==> src/rtl/axi_arb_pkg.sv <==
// Shared types, constants and the round-robin pick function used by the
// write-path arbiter. A future read arbiter reuses the same pieces.
package axi_arb_pkg;

  typedef enum logic [1:0] {
    IDLE = 2'd0,
    ADDR = 2'd1,
    DATA = 2'd2
  } arb_state_e;

  // Upper two ID bits carry the requester index on the shared channel.
  localparam int ID_TAG_LSB = 6;

  // Largest requester count the tag field can address.
  localparam int MAX_M = 4;

  // First requesting index at or after ptr, wrapping modulo n (n <= MAX_M).
  // Returns 0 when nothing is requesting; callers qualify with |req.
  function automatic logic [1:0] rr_pick(input logic [MAX_M-1:0] req,
                                         input logic [1:0]       ptr,
                                         input int               n);
    logic [1:0] pick;
    logic       found;
    int         idx;
    logic [1:0] idx2;
    pick  = 2'd0;
    found = 1'b0;
    for (int k = 0; k < MAX_M; k++) begin
      idx  = (int'(ptr) + k) % n;
      idx2 = idx[1:0];
      if ((k < n) && !found && req[idx2]) begin
        pick  = idx2;
        found = 1'b1;
      end
    end
    return pick;
  endfunction

endpackage

==> src/rtl/axi_wr_arbiter_if.sv <==
// Bundle of the per-requester AXI write channels (packed, requester i at
// slice i) and the single shared write channel toward the master driver.
// The master modport is the arbiter's view; slave is the surrounding agent.
interface axi_wr_arbiter_if #(
  parameter int NUM_M      = 2,
  parameter int DATA_WIDTH = 32,
  parameter int ADD_WIDTH  = 32
);

  // Requester-side AW
  logic [NUM_M*8-1:0]            s_awid;
  logic [NUM_M*ADD_WIDTH-1:0]    s_awaddr;
  logic [NUM_M*8-1:0]            s_awlen;
  logic [NUM_M*3-1:0]            s_awsize;
  logic [NUM_M*2-1:0]            s_awburst;
  logic [NUM_M-1:0]              s_awvalid;
  logic [NUM_M-1:0]              s_awready;
  // Requester-side W
  logic [NUM_M*DATA_WIDTH-1:0]   s_wdata;
  logic [NUM_M*DATA_WIDTH/8-1:0] s_wstrb;
  logic [NUM_M-1:0]              s_wlast;
  logic [NUM_M-1:0]              s_wvalid;
  logic [NUM_M-1:0]              s_wready;
  // Requester-side B
  logic [NUM_M*8-1:0]            s_bid;
  logic [NUM_M*2-1:0]            s_bresp;
  logic [NUM_M-1:0]              s_bvalid;
  logic [NUM_M-1:0]              s_bready;

  // Shared AW
  logic [7:0]                    m_awid;
  logic [ADD_WIDTH-1:0]          m_awaddr;
  logic [7:0]                    m_awlen;
  logic [2:0]                    m_awsize;
  logic [1:0]                    m_awburst;
  logic                          m_awvalid;
  logic                          m_awready;
  // Shared W
  logic [7:0]                    m_wid;
  logic [DATA_WIDTH-1:0]         m_wdata;
  logic [DATA_WIDTH/8-1:0]       m_wstrb;
  logic                          m_wlast;
  logic                          m_wvalid;
  logic                          m_wready;
  // Shared B
  logic [7:0]                    m_bid;
  logic [1:0]                    m_bresp;
  logic                          m_bvalid;
  logic                          m_bready;

  modport master (
    input  s_awid, s_awaddr, s_awlen, s_awsize, s_awburst, s_awvalid,
    output s_awready,
    input  s_wdata, s_wstrb, s_wlast, s_wvalid,
    output s_wready,
    output s_bid, s_bresp, s_bvalid,
    input  s_bready,
    output m_awid, m_awaddr, m_awlen, m_awsize, m_awburst, m_awvalid,
    input  m_awready,
    output m_wid, m_wdata, m_wstrb, m_wlast, m_wvalid,
    input  m_wready,
    input  m_bid, m_bresp, m_bvalid,
    output m_bready
  );

  modport slave (
    output s_awid, s_awaddr, s_awlen, s_awsize, s_awburst, s_awvalid,
    input  s_awready,
    output s_wdata, s_wstrb, s_wlast, s_wvalid,
    input  s_wready,
    input  s_bid, s_bresp, s_bvalid,
    output s_bready,
    input  m_awid, m_awaddr, m_awlen, m_awsize, m_awburst, m_awvalid,
    output m_awready,
    input  m_wid, m_wdata, m_wstrb, m_wlast, m_wvalid,
    output m_wready,
    output m_bid, m_bresp, m_bvalid,
    input  m_bready
  );

endinterface

==> src/rtl/axi_rr_picker.sv <==
// Combinational round-robin priority encoder: picks the first asserted
// request at or after ptr, wrapping at NUM_M.
module axi_rr_picker
  import axi_arb_pkg::*;
#(
  parameter int NUM_M = 2
) (
  input  logic [NUM_M-1:0] req,
  input  logic [1:0]       ptr,
  output logic [1:0]       pick,
  output logic             valid
);

  logic [MAX_M-1:0] req_ext;

  // Zero-extend the request vector to the width the pick function expects
  always_comb begin
    req_ext            = '0;
    req_ext[NUM_M-1:0] = req;
  end

  assign pick  = rr_pick(req_ext, ptr, NUM_M);
  assign valid = |req;

endmodule

==> src/rtl/axi_wr_arbiter.sv <==
// Round-robin arbiter sharing one AXI write path among NUM_M requesters.
// AW is registered after a one-cycle arbitration, the grant is held until
// the W burst's last beat, and B is steered back by the ID tag bits.
module axi_wr_arbiter
  import axi_arb_pkg::*;
#(
  parameter int NUM_M      = 2,
  parameter int DATA_WIDTH = 32,
  parameter int ADD_WIDTH  = 32
) (
  input  logic             aclk,
  input  logic             areset,
  axi_wr_arbiter_if.master bus,
  output logic             err_len,
  output logic             err_bid
);

  localparam int STRB_W = DATA_WIDTH / 8;

  localparam logic [1:0] S_IDLE = IDLE;
  localparam logic [1:0] S_ADDR = ADDR;
  localparam logic [1:0] S_DATA = DATA;

  logic [1:0]            state_reg;
  logic [1:0]            grant_reg;
  logic [1:0]            rr_ptr_reg;
  logic [7:0]            beat_cnt_reg;
  logic [7:0]            awid_reg;
  logic [ADD_WIDTH-1:0]  awaddr_reg;
  logic [7:0]            awlen_reg;
  logic [2:0]            awsize_reg;
  logic [1:0]            awburst_reg;
  logic                  err_len_reg;
  logic                  err_bid_reg;

  logic [1:0]            pick_idx;
  logic                  pick_valid;
  logic [ID_TAG_LSB-1:0] pick_id;
  logic [ADD_WIDTH-1:0]  pick_addr;
  logic [7:0]            pick_len;
  logic [2:0]            pick_size;
  logic [1:0]            pick_burst;

  logic                  sel_wvalid;
  logic                  sel_wlast;
  logic [DATA_WIDTH-1:0] sel_wdata;
  logic [STRB_W-1:0]     sel_wstrb;

  logic                  in_addr;
  logic                  in_data;
  logic                  aw_hs;
  logic                  w_hs;
  logic                  cnt_zero;
  logic [1:0]            grant_inc;
  logic [1:0]            b_tag;
  logic                  bid_ok;
  logic                  m_bready_v;
  logic [NUM_M-1:0]      s_awready_v;
  logic [NUM_M-1:0]      s_wready_v;
  logic [NUM_M-1:0]      s_bvalid_v;

  axi_rr_picker #(.NUM_M(NUM_M)) u_picker (
    .req   (bus.s_awvalid),
    .ptr   (rr_ptr_reg),
    .pick  (pick_idx),
    .valid (pick_valid)
  );

  // AW fields of the requester the picker is currently pointing at
  always_comb begin
    pick_id    = '0;
    pick_addr  = '0;
    pick_len   = '0;
    pick_size  = '0;
    pick_burst = '0;
    for (int i = 0; i < NUM_M; i++) begin
      if (pick_idx == 2'(i)) begin
        pick_id    = bus.s_awid[i*8 +: ID_TAG_LSB];
        pick_addr  = bus.s_awaddr[i*ADD_WIDTH +: ADD_WIDTH];
        pick_len   = bus.s_awlen[i*8 +: 8];
        pick_size  = bus.s_awsize[i*3 +: 3];
        pick_burst = bus.s_awburst[i*2 +: 2];
      end
    end
  end

  // W fields of the granted requester
  always_comb begin
    sel_wvalid = 1'b0;
    sel_wlast  = 1'b0;
    sel_wdata  = '0;
    sel_wstrb  = '0;
    for (int i = 0; i < NUM_M; i++) begin
      if (grant_reg == 2'(i)) begin
        sel_wvalid = bus.s_wvalid[i];
        sel_wlast  = bus.s_wlast[i];
        sel_wdata  = bus.s_wdata[i*DATA_WIDTH +: DATA_WIDTH];
        sel_wstrb  = bus.s_wstrb[i*STRB_W +: STRB_W];
      end
    end
  end

  assign in_addr   = (state_reg == S_ADDR);
  assign in_data   = (state_reg == S_DATA);
  assign aw_hs     = in_addr & bus.m_awready;
  assign w_hs      = in_data & sel_wvalid & bus.m_wready;
  assign cnt_zero  = (beat_cnt_reg == 8'd0);
  assign grant_inc = grant_reg + 2'd1;

  // Ready back to the granted requester only; everyone else sees 0
  always_comb begin
    s_awready_v = '0;
    s_wready_v  = '0;
    for (int i = 0; i < NUM_M; i++) begin
      if (grant_reg == 2'(i)) begin
        s_awready_v[i] = aw_hs;
        s_wready_v[i]  = in_data & bus.m_wready;
      end
    end
  end

  assign b_tag = bus.m_bid[ID_TAG_LSB +: 2];

  // B steering by ID tag; an unknown tag is drained so the slave never stalls
  always_comb begin
    s_bvalid_v = '0;
    m_bready_v = 1'b1;
    bid_ok     = 1'b0;
    for (int i = 0; i < NUM_M; i++) begin
      if (b_tag == 2'(i)) begin
        bid_ok        = 1'b1;
        s_bvalid_v[i] = bus.m_bvalid;
        m_bready_v    = bus.s_bready[i];
      end
    end
  end

  assign bus.s_awready = s_awready_v;
  assign bus.s_wready  = s_wready_v;
  // Held low while reset is asserted so no response is lost during reset
  assign bus.s_bvalid  = s_bvalid_v & {NUM_M{areset}};
  assign bus.m_bready  = m_bready_v & areset;
  assign bus.s_bid     = {NUM_M{{2'b00, bus.m_bid[ID_TAG_LSB-1:0]}}};
  assign bus.s_bresp   = {NUM_M{bus.m_bresp}};

  assign bus.m_awvalid = in_addr;
  assign bus.m_awid    = awid_reg;
  assign bus.m_awaddr  = awaddr_reg;
  assign bus.m_awlen   = awlen_reg;
  assign bus.m_awsize  = awsize_reg;
  assign bus.m_awburst = awburst_reg;

  assign bus.m_wvalid  = in_data & sel_wvalid;
  assign bus.m_wid     = awid_reg;
  assign bus.m_wdata   = sel_wdata;
  assign bus.m_wstrb   = sel_wstrb;
  // The counted last beat is always marked last, whatever the requester says
  assign bus.m_wlast   = in_data & (sel_wlast | cnt_zero);

  assign err_len = err_len_reg;
  assign err_bid = err_bid_reg;

  // Arbitration FSM: IDLE picks and captures AW, ADDR issues it, DATA forwards W
  always_ff @(posedge aclk or negedge areset) begin
    if (!areset) begin
      state_reg    <= S_IDLE;
      grant_reg    <= 2'd0;
      rr_ptr_reg   <= 2'd0;
      beat_cnt_reg <= 8'd0;
      awid_reg     <= 8'd0;
      awaddr_reg   <= '0;
      awlen_reg    <= 8'd0;
      awsize_reg   <= 3'd0;
      awburst_reg  <= 2'd0;
    end else begin
      case (state_reg)
        S_IDLE: begin
          if (pick_valid) begin
            grant_reg   <= pick_idx;
            awid_reg    <= {pick_idx, pick_id};
            awaddr_reg  <= pick_addr;
            awlen_reg   <= pick_len;
            awsize_reg  <= pick_size;
            awburst_reg <= pick_burst;
            state_reg   <= S_ADDR;
          end
        end
        S_ADDR: begin
          if (aw_hs) begin
            rr_ptr_reg   <= (grant_inc == 2'(NUM_M)) ? 2'd0 : grant_inc;
            beat_cnt_reg <= awlen_reg;
            state_reg    <= S_DATA;
          end
        end
        S_DATA: begin
          if (w_hs) begin
            beat_cnt_reg <= beat_cnt_reg - 8'd1;
            if (sel_wlast) begin
              state_reg <= S_IDLE;
            end
          end
        end
        default: state_reg <= S_IDLE;
      endcase
    end
  end

  // Sticky debug flags for burst-length and B-tag protocol violations
  always_ff @(posedge aclk or negedge areset) begin
    if (!areset) begin
      err_len_reg <= 1'b0;
      err_bid_reg <= 1'b0;
    end else begin
      if (w_hs && (sel_wlast != cnt_zero)) begin
        err_len_reg <= 1'b1;
      end
      if (bus.m_bvalid && !bid_ok) begin
        err_bid_reg <= 1'b1;
      end
    end
  end

endmodule

==> src/flat_wrapper.sv <==
// flat-port wrapper written by rule: the top's interface ports become plain ports
module axi_wr_arbiter_flat import axi_arb_pkg::*;
#(
  parameter int NUM_M      = 2,
  parameter int DATA_WIDTH = 32,
  parameter int ADD_WIDTH  = 32
)
  (aclk, areset, err_len, err_bid, bus_s_awid, bus_s_awaddr, bus_s_awlen, bus_s_awsize, bus_s_awburst, bus_s_awvalid, bus_s_awready, bus_s_wdata, bus_s_wstrb, bus_s_wlast, bus_s_wvalid, bus_s_wready, bus_s_bid, bus_s_bresp, bus_s_bvalid, bus_s_bready, bus_m_awid, bus_m_awaddr, bus_m_awlen, bus_m_awsize, bus_m_awburst, bus_m_awvalid, bus_m_awready, bus_m_wid, bus_m_wdata, bus_m_wstrb, bus_m_wlast, bus_m_wvalid, bus_m_wready, bus_m_bid, bus_m_bresp, bus_m_bvalid, bus_m_bready);
  axi_wr_arbiter_if #(.NUM_M(NUM_M), .DATA_WIDTH(DATA_WIDTH), .ADD_WIDTH(ADD_WIDTH)) bus_i ();
  input  logic aclk;
  input  logic areset;
  output logic err_len;
  output logic err_bid;
  input wire logic [$bits(bus_i.s_awid)-1:0] bus_s_awid;
  input wire logic [$bits(bus_i.s_awaddr)-1:0] bus_s_awaddr;
  input wire logic [$bits(bus_i.s_awlen)-1:0] bus_s_awlen;
  input wire logic [$bits(bus_i.s_awsize)-1:0] bus_s_awsize;
  input wire logic [$bits(bus_i.s_awburst)-1:0] bus_s_awburst;
  input wire logic [$bits(bus_i.s_awvalid)-1:0] bus_s_awvalid;
  output wire logic [$bits(bus_i.s_awready)-1:0] bus_s_awready;
  input wire logic [$bits(bus_i.s_wdata)-1:0] bus_s_wdata;
  input wire logic [$bits(bus_i.s_wstrb)-1:0] bus_s_wstrb;
  input wire logic [$bits(bus_i.s_wlast)-1:0] bus_s_wlast;
  input wire logic [$bits(bus_i.s_wvalid)-1:0] bus_s_wvalid;
  output wire logic [$bits(bus_i.s_wready)-1:0] bus_s_wready;
  output wire logic [$bits(bus_i.s_bid)-1:0] bus_s_bid;
  output wire logic [$bits(bus_i.s_bresp)-1:0] bus_s_bresp;
  output wire logic [$bits(bus_i.s_bvalid)-1:0] bus_s_bvalid;
  input wire logic [$bits(bus_i.s_bready)-1:0] bus_s_bready;
  output wire logic [$bits(bus_i.m_awid)-1:0] bus_m_awid;
  output wire logic [$bits(bus_i.m_awaddr)-1:0] bus_m_awaddr;
  output wire logic [$bits(bus_i.m_awlen)-1:0] bus_m_awlen;
  output wire logic [$bits(bus_i.m_awsize)-1:0] bus_m_awsize;
  output wire logic [$bits(bus_i.m_awburst)-1:0] bus_m_awburst;
  output wire logic [$bits(bus_i.m_awvalid)-1:0] bus_m_awvalid;
  input wire logic [$bits(bus_i.m_awready)-1:0] bus_m_awready;
  output wire logic [$bits(bus_i.m_wid)-1:0] bus_m_wid;
  output wire logic [$bits(bus_i.m_wdata)-1:0] bus_m_wdata;
  output wire logic [$bits(bus_i.m_wstrb)-1:0] bus_m_wstrb;
  output wire logic [$bits(bus_i.m_wlast)-1:0] bus_m_wlast;
  output wire logic [$bits(bus_i.m_wvalid)-1:0] bus_m_wvalid;
  input wire logic [$bits(bus_i.m_wready)-1:0] bus_m_wready;
  input wire logic [$bits(bus_i.m_bid)-1:0] bus_m_bid;
  input wire logic [$bits(bus_i.m_bresp)-1:0] bus_m_bresp;
  input wire logic [$bits(bus_i.m_bvalid)-1:0] bus_m_bvalid;
  output wire logic [$bits(bus_i.m_bready)-1:0] bus_m_bready;
  assign bus_i.s_awid = bus_s_awid;
  assign bus_i.s_awaddr = bus_s_awaddr;
  assign bus_i.s_awlen = bus_s_awlen;
  assign bus_i.s_awsize = bus_s_awsize;
  assign bus_i.s_awburst = bus_s_awburst;
  assign bus_i.s_awvalid = bus_s_awvalid;
  assign bus_s_awready = bus_i.s_awready;
  assign bus_i.s_wdata = bus_s_wdata;
  assign bus_i.s_wstrb = bus_s_wstrb;
  assign bus_i.s_wlast = bus_s_wlast;
  assign bus_i.s_wvalid = bus_s_wvalid;
  assign bus_s_wready = bus_i.s_wready;
  assign bus_s_bid = bus_i.s_bid;
  assign bus_s_bresp = bus_i.s_bresp;
  assign bus_s_bvalid = bus_i.s_bvalid;
  assign bus_i.s_bready = bus_s_bready;
  assign bus_m_awid = bus_i.m_awid;
  assign bus_m_awaddr = bus_i.m_awaddr;
  assign bus_m_awlen = bus_i.m_awlen;
  assign bus_m_awsize = bus_i.m_awsize;
  assign bus_m_awburst = bus_i.m_awburst;
  assign bus_m_awvalid = bus_i.m_awvalid;
  assign bus_i.m_awready = bus_m_awready;
  assign bus_m_wid = bus_i.m_wid;
  assign bus_m_wdata = bus_i.m_wdata;
  assign bus_m_wstrb = bus_i.m_wstrb;
  assign bus_m_wlast = bus_i.m_wlast;
  assign bus_m_wvalid = bus_i.m_wvalid;
  assign bus_i.m_wready = bus_m_wready;
  assign bus_i.m_bid = bus_m_bid;
  assign bus_i.m_bresp = bus_m_bresp;
  assign bus_i.m_bvalid = bus_m_bvalid;
  assign bus_m_bready = bus_i.m_bready;
  axi_wr_arbiter #(.NUM_M(NUM_M), .DATA_WIDTH(DATA_WIDTH), .ADD_WIDTH(ADD_WIDTH)) u_core (.aclk(aclk), .areset(areset), .bus(bus_i), .err_len(err_len), .err_bid(err_bid));
endmodule
==> config.mk <==
export PLATFORM = sky130hd
export DESIGN_NAME = axi_wr_arbiter_flat
export DESIGN_NICKNAME = d
export VERILOG_FILES = /design/src/rtl/axi_arb_pkg.sv /design/src/rtl/axi_wr_arbiter_if.sv /design/src/rtl/axi_rr_picker.sv /design/src/rtl/axi_wr_arbiter.sv /design/src/flat_wrapper.sv
export SDC_FILE = /design/constraint.sdc
export NUM_CORES = 1
export LEC_CHECK = 0
export ABC_AREA = 0
export BUFFER_PORTS_ARGS = -buffer_cell sky130_fd_sc_hd__buf_2
export CORE_AREA = 4 4 125 127
export CTS_CLUSTER_SIZE = 30
export DETAILED_ROUTE_END_ITERATION = 12
export DIE_AREA = 0 0 129 131
export HOLD_SLACK_MARGIN = 0.06
export PLACE_DENSITY = 0.71
export SLEW_MARGIN = 20
export SYNTH_ARGS = -nofsm -noshare
export SYNTH_HDL_FRONTEND = slang
export SYNTH_HIERARCHICAL = 1
export SYNTH_SLANG_ARGS = --single-unit
export TNS_END_PERCENT = 100
==> constraint.sdc <==
create_clock -name aclk -period 2.1 [get_ports aclk]
set_input_delay 0.105 -clock aclk [delete_from_list [all_inputs] [get_ports aclk]]
set_output_delay 0.105 -clock aclk [all_outputs]
set_load 0.005 [all_outputs]
# Yosys cells after proc, flatten, opt, wreduce, memory -nomap -nowiden
# Cells that the tools add are included.
[word_totals]
ramBits = 0
latchBits = 0
word_cells = 96
ff_bits = 68
rom_bits = 0
input_bits = 201
mem_count = 0
out_inout_bits = 129
[classes]
mux = 44
shifts = 0
n_div = 0
mul = 0
order_cmp = 2
reduce_logical = 16
addsub = 3
n_bitwise = 9
eq_ne = 11
[ops]
columns = ["operator", "n"]
rows = [
  ["32-bit two-way mux", 4],
  ["8-bit two-way mux", 4],
  ["1-bit two-way mux", 20],
  ["8-bit case mux with 2 select lines", 1],
  ["2-bit two-way mux", 7],
  ["6-bit two-way mux", 2],
  ["2-bit by 1-bit equality test with 1-bit output, second input constant", 4],
  ["2-bit logical NOT", 4],
  ["8-bit logical NOT", 1],
  ["4-bit two-way mux", 2],
  ["8-bit by 1-bit subtractor with 8-bit output, second input constant", 1],
  ["1-bit AND", 6],
  ["3-bit two-way mux", 2],
  ["2-bit case mux with 3 select lines", 1],
  ["2-bit equality test, second input constant", 2],
  ["2-bit by 1-bit inequality test with 1-bit output, second input constant", 2],
  ["2-bit inequality test, second input constant", 2],
  ["2-bit AND reduction", 2],
  ["4-bit AND reduction", 1],
  ["1-bit logical AND", 3],
  ["1-bit by 3-bit less-than comparator with 1-bit output, second input constant", 1],
  ["2-bit by 3-bit less-than comparator with 1-bit output, second input constant", 1],
  ["3-bit AND reduction", 1],
  ["2-bit by 1-bit adder with 2-bit output, second input constant", 1],
  ["other kinds (9)", 10],
]

# Depth between registers and ports, before layout
[logic_depth]
depth_word = 9
depth_mapped = 6
mapped_depth_nobuf = 5

# Cells and area by module
# Netlist, hierarchy kept.
[by_module_without_submodules]
columns = ["mod", "cells_per_inst", "area_per_inst_um2", "n_inst"]
rows = [
  ["axi_wr_arbiter", 441, 4194.0, 1],
  ["axi_rr_picker", 5, 28.8, 1],
]

# Worst setup path before layout
# OpenSTA, ideal clock, no wires.
[synth_path]
path_kind = "register to register"
start = "register u_core.grant_reg[1]"
end = "register u_core.err_len_reg (netlist: u_core/err_len)"
setup_slack_ns = 0.398
arrival_time_ns = 1.582
path_buffers = 2
path_stages_with_launch = 6
cell_sequence = "dfrtp_1 clkbuf_1 clkbuf_1 or2_2 ha_1 a41o_1"
[synth_via]
elab_chain_len = 6
elab_cells_between_ends = 10
[synth_rtl]
columns = ["item", "line_no", "source"]
rows = [
  ["from (decl)", "axi_wr_arbiter.sv:25", "logic [1:0] grant_reg;"],
  ["from (signal assigned)", "axi_wr_arbiter.sv:179", "grant_reg <= pick_idx;"],
  ["2-bit logical NOT", "axi_wr_arbiter.sv:94", "if (grant_reg == 2'(i)) begin"],
  ["1-bit two-way mux (2 in a row)", "axi_wr_arbiter.sv:94", ""],
  ["1-bit AND (2 in a row)", "axi_wr_arbiter.sv:106", "assign w_hs = in_data & sel_wvalid & bus.m_wready;"],
  ["1-bit logical AND (*)", "axi_wr_arbiter.sv:214", "if (w_hs && (sel_wlast != cnt_zero)) begin"],
  ["to (signal assigned)", "axi_wr_arbiter.sv:211", "err_len_reg <= 1'b0;"],
  ["to (signal assigned)", "axi_wr_arbiter.sv:215", "err_len_reg <= 1'b1;"],
  ["to (decl)", "axi_wr_arbiter.sv:33", "logic err_len_reg;"],
]
# Every way passes the cells marked *; elsewhere a longest branch is shown, timed or not.
# A chain may end at the register's enable or synchronous reset.

# Worst setup path in the final report
[layout_path]
start = "register u_core.beat_cnt_reg[4]"
end = "output port bus_m_wlast"
[layout_via]
elab_chain_len = 3
[layout_rtl]
columns = ["item", "line_no", "source"]
rows = [
  ["from (decl)", "axi_wr_arbiter.sv:27", "logic [7:0] beat_cnt_reg;"],
  ["from (signal assigned)", "axi_wr_arbiter.sv:191", "beat_cnt_reg <= awlen_reg;"],
  ["from (signal assigned)", "axi_wr_arbiter.sv:197", "beat_cnt_reg <= beat_cnt_reg - 8'd1;"],
  ["8-bit logical NOT", "axi_wr_arbiter.sv:107", "assign cnt_zero = (beat_cnt_reg == 8'd0);"],
  ["1-bit bitwise OR", "axi_wr_arbiter.sv:158", "assign bus.m_wlast = in_data & (sel_wlast | cnt_zero);"],
  ["1-bit AND", "axi_wr_arbiter.sv:158", ""],
  ["to (decl)", "flat_wrapper.sv:40", "output wire logic [$bits(bus_i.m_wlast)-1:0] bus_m_wlast;"],
]
# Every way passes these cells.

==> flow_summary.rst <==
.. list-table::
   :header-rows: 1

   * - Metric
     - Value
   * - Run status
     - finished, final reports clean
   * - Die X
     - 129 µm
   * - Peak Freq
     - between 0.5 and 0.6 GHz
   * - Number of nets in the final layout
     - ~900
   * - Final hold vios
     - 0
   * - Number of instances in the synthesized netlist
     - 442
   * - Maximum Capacitance Violations
     - 0
   * - Data required, critical path
     - 2.00 ns
   * - Maximum ir drop on the vdd rail
     - 0.0003997 V
   * - Detailed-route wire length
     - 13.91 mm
   * - Overflow left after global routing
     - 0
   * - Routed via count divided by cell count
     - 4.631
   * - Setup-violating endpoint count in the final report
     - 0
   * - Weighted congestion at the end of routability-driven global placement
     - 0.8352
   * - Leakage power
     - 3.197 nW
   * - Capturing element type of the critical path
     - output port
   * - Number of rows created at floorplan
     - 44
   * - Count of input and output buffers
     - around 300
   * - Total setup buffers inserted after CTS
     - 0
   * - Clock Tree Root
     - sky130_fd_sc_hd__clkbuf_16
   * - Pre-CTS setup slack
     - 0.4612 ns
   * - Final worst path period share
     - 89.82%
   * - Fraction of final layout cells with drive strength greater than 1
     - roughly 47%
   * - Worst slew margin relative to its limit
     - 60.97%
   * - Worst setup SP type
     - flop
   * - TritonRoute pass-1 iters
     - 4
   * - Power density cells
     - 1157 nW/µm²
   * - Total number of yosys warnings
     - 6
   * - H-Tree Depth
     - 3
   * - RSZ-0062 raised after global routing
     - false
   * - Post-detailed-placement half-perimeter wirelength
     - 11.34 mm
   * - Data arrival time of the worst path
     - 1.78 ns
   * - Smallest hold slack
     - a little under 0.09 ns
   * - Beginning of the worst register-to-register path
     - u_core/state_reg[0]
   * - First element of the critical path
     - u_core/beat_cnt_reg[4]
   * - Global-route wire length before repair
     - roughly 20 mm
   * - Actual transition at the worst max-transition pin
     - ~0.59 ns
   * - Number of flip-flops under the largest register name
     - 32
   * - Initial Util
     - 29.00%
   * - Maximum clock skew at final layout
     - 0.004816 ns
   * - Number of nets with antenna violations after detailed routing
     - 0
   * - Antenna cell count
     - 0
   * - Clock latency on the worst-skew pair
     - around 0.32 ns
   * - CTS tree
     - built
   * - Overall die height
     - ~130 µm
   * - Maximum clock insertion buffer count
     - 2
   * - DR WL/cell
     - 15.66 µm
   * - Total of cells resized after clock tree synthesis
     - 0
   * - Depth of the most critical reg-to-reg path
     - 4
   * - Clk slew on worst S/H paths
     - 0.05 ns
   * - Floorplan Core Area
     - 14420 µm²
   * - Endpoint of the lowest-slack register-to-register path
     - u_core/beat_cnt_reg[7]
   * - Largest net degree at the start of global routing
     - 63
   * - Average cell area after synthesis
     - 9.463 µm²
   * - I/O pins
     - 330
   * - Category of the most critical setup path
     - flop to output port
   * - Number of max-slew violations in the final report
     - 0
   * - Tot GR Track Use
     - 15.45%
   * - Synthesis-to-layout area growth
     - 42.96%
   * - Initial antenna violation count
     - 4
   * - Remaining routing DRC violations
     - 0
   * - Cell area after synthesis
     - 4183 µm²
   * - Vias in the first global route
     - around 4.0k
   * - Routed via count
     - 4112
   * - Worst-path maximum fanout
     - 6
   * - Setup slack on the worst flop-to-flop path
     - 0.44 ns
   * - Path class of the lowest-slack min-delay path
     - input port to flop
   * - Number of buffers created by CTS
     - 9
   * - Iter 0 DRT Violations
     - 112
   * - Crit path setup slack, layout
     - 0.2138 ns
   * - DIE AREA
     - ~17000 µm²
   * - Sink count of the clock tree
     - 66
   * - Min Tclk post-route
     - 1.886 ns
   * - Setup total negative slack
     - 0 ns
   * - Capturing instance or port of the critical path
     - bus_m_wlast
-- layout by cell type, fill, tap and decap left out, types with 2 or more instances in the layout --
cell                            instances
sky130_fd_sc_hd__buf_2                296
sky130_fd_sc_hd__mux2i_1               88
sky130_fd_sc_hd__dfrtp_1               65
sky130_fd_sc_hd__nand2_1               56
sky130_fd_sc_hd__o31ai_1               51
sky130_fd_sc_hd__nor2_1                46
sky130_fd_sc_hd__clkbuf_16              9
sky130_fd_sc_hd__buf_4                  7
sky130_fd_sc_hd__o21ai_1                7
sky130_fd_sc_hd__a21oi_1                7
sky130_fd_sc_hd__nand3_1                5
sky130_fd_sc_hd__nor3_1                 5
sky130_fd_sc_hd__conb_1                 5
sky130_fd_sc_hd__dlygate4sd3_1          4
sky130_fd_sc_hd__inv_1                  4
sky130_fd_sc_hd__clkbuf_8               3
sky130_fd_sc_hd__nor4_1                 3
sky130_fd_sc_hd__nand2b_1               3
sky130_fd_sc_hd__o21ai_0                3
sky130_fd_sc_hd__ha_1                   3
sky130_fd_sc_hd__buf_12                 2
sky130_fd_sc_hd__mux2_1                 2
sky130_fd_sc_hd__a22oi_1                2
sky130_fd_sc_hd__o2bb2ai_1              2
-- per-layer routing --
| layer | up-vias | routed length (µm) | global-route usage (%) |
|---|---|---|---|
| met4 | 8 | 168 | 4.262 |
| met1 | 1831 | 5060 | 16.81 |
| li1 | 2042 | - | - |
| met3 | 21 | 1602 | 5.976 |
| met5 | - | 54 | 0 |
| met2 | 210 | 7022 | 28.05 |
-- critical path, stage by stage, from the launching register on --
cell,delay [ns]
sky130_fd_sc_hd__dfrtp_1,0.43
sky130_fd_sc_hd__nor4_1,0.42
sky130_fd_sc_hd__nand3_1,0.14
sky130_fd_sc_hd__ha_1,0.21
sky130_fd_sc_hd__nor2_1,0.13
sky130_fd_sc_hd__buf_2,0.14
-- cell type report --
class	instances	area (µm²)
Clock buffer	13	270.3
Clock inverter	2	35.03
Fill cell	1492	8444
Inverter	5	18.77
Multi-Input combinational cell	309	2158
Sequential cell	66	1653
Tap cell	184	230.2
Timing Repair Buffer	309	1614
-- power breakdown --
group	leakage [nW]	internal, mW	switching [mW]
logic	2.20	1.51	1.79
clock network	0.152	1.01	0.506
registers	0.847	1.75	0.359
total	3.20	4.27	2.65
-- per-stage QoR --
| step | instances | instance area, µm² | power (mW) | util, % |
|---|---|---|---|---|
| 4_1_cts | 888 | 5979 | 7.030 | 41.46 |
| 2_1_floorplan | 445 | 4194 | 4.215 | - |
| 5_1_grt | 888 | 5979 | 7.475 | 41.46 |
| 3_5_place_dp | 869 | 5634 | 5.477 | 39.06 |
| 6_report | 888 | 5979 | 6.921 | 41.46 |
| 3_3_place_gp | 869 | 5634 | 5.415 | 39.06 |
-- how the worst min path moves through the flow --
stage	cells after the start	to	startpoint
global route	2	u_core/err_len	bus_m_wready
finish	2	u_core/err_len	bus_m_wready
floorplan	0	u_core/beat_cnt_reg[0]	areset
global placement	2	u_core/bus.m_awaddr[5]	areset
detailed placement	2	u_core/bus.m_awaddr[2]	areset
CTS	2	u_core/err_len	bus_m_wready
-- what timing repair did --
item                                    CTS  global route
endpoints found under the setup margin    0             0
hold endpoints to repair                 68             0
hold buffers                              4             0
Power figures use the tool's default switching activity.
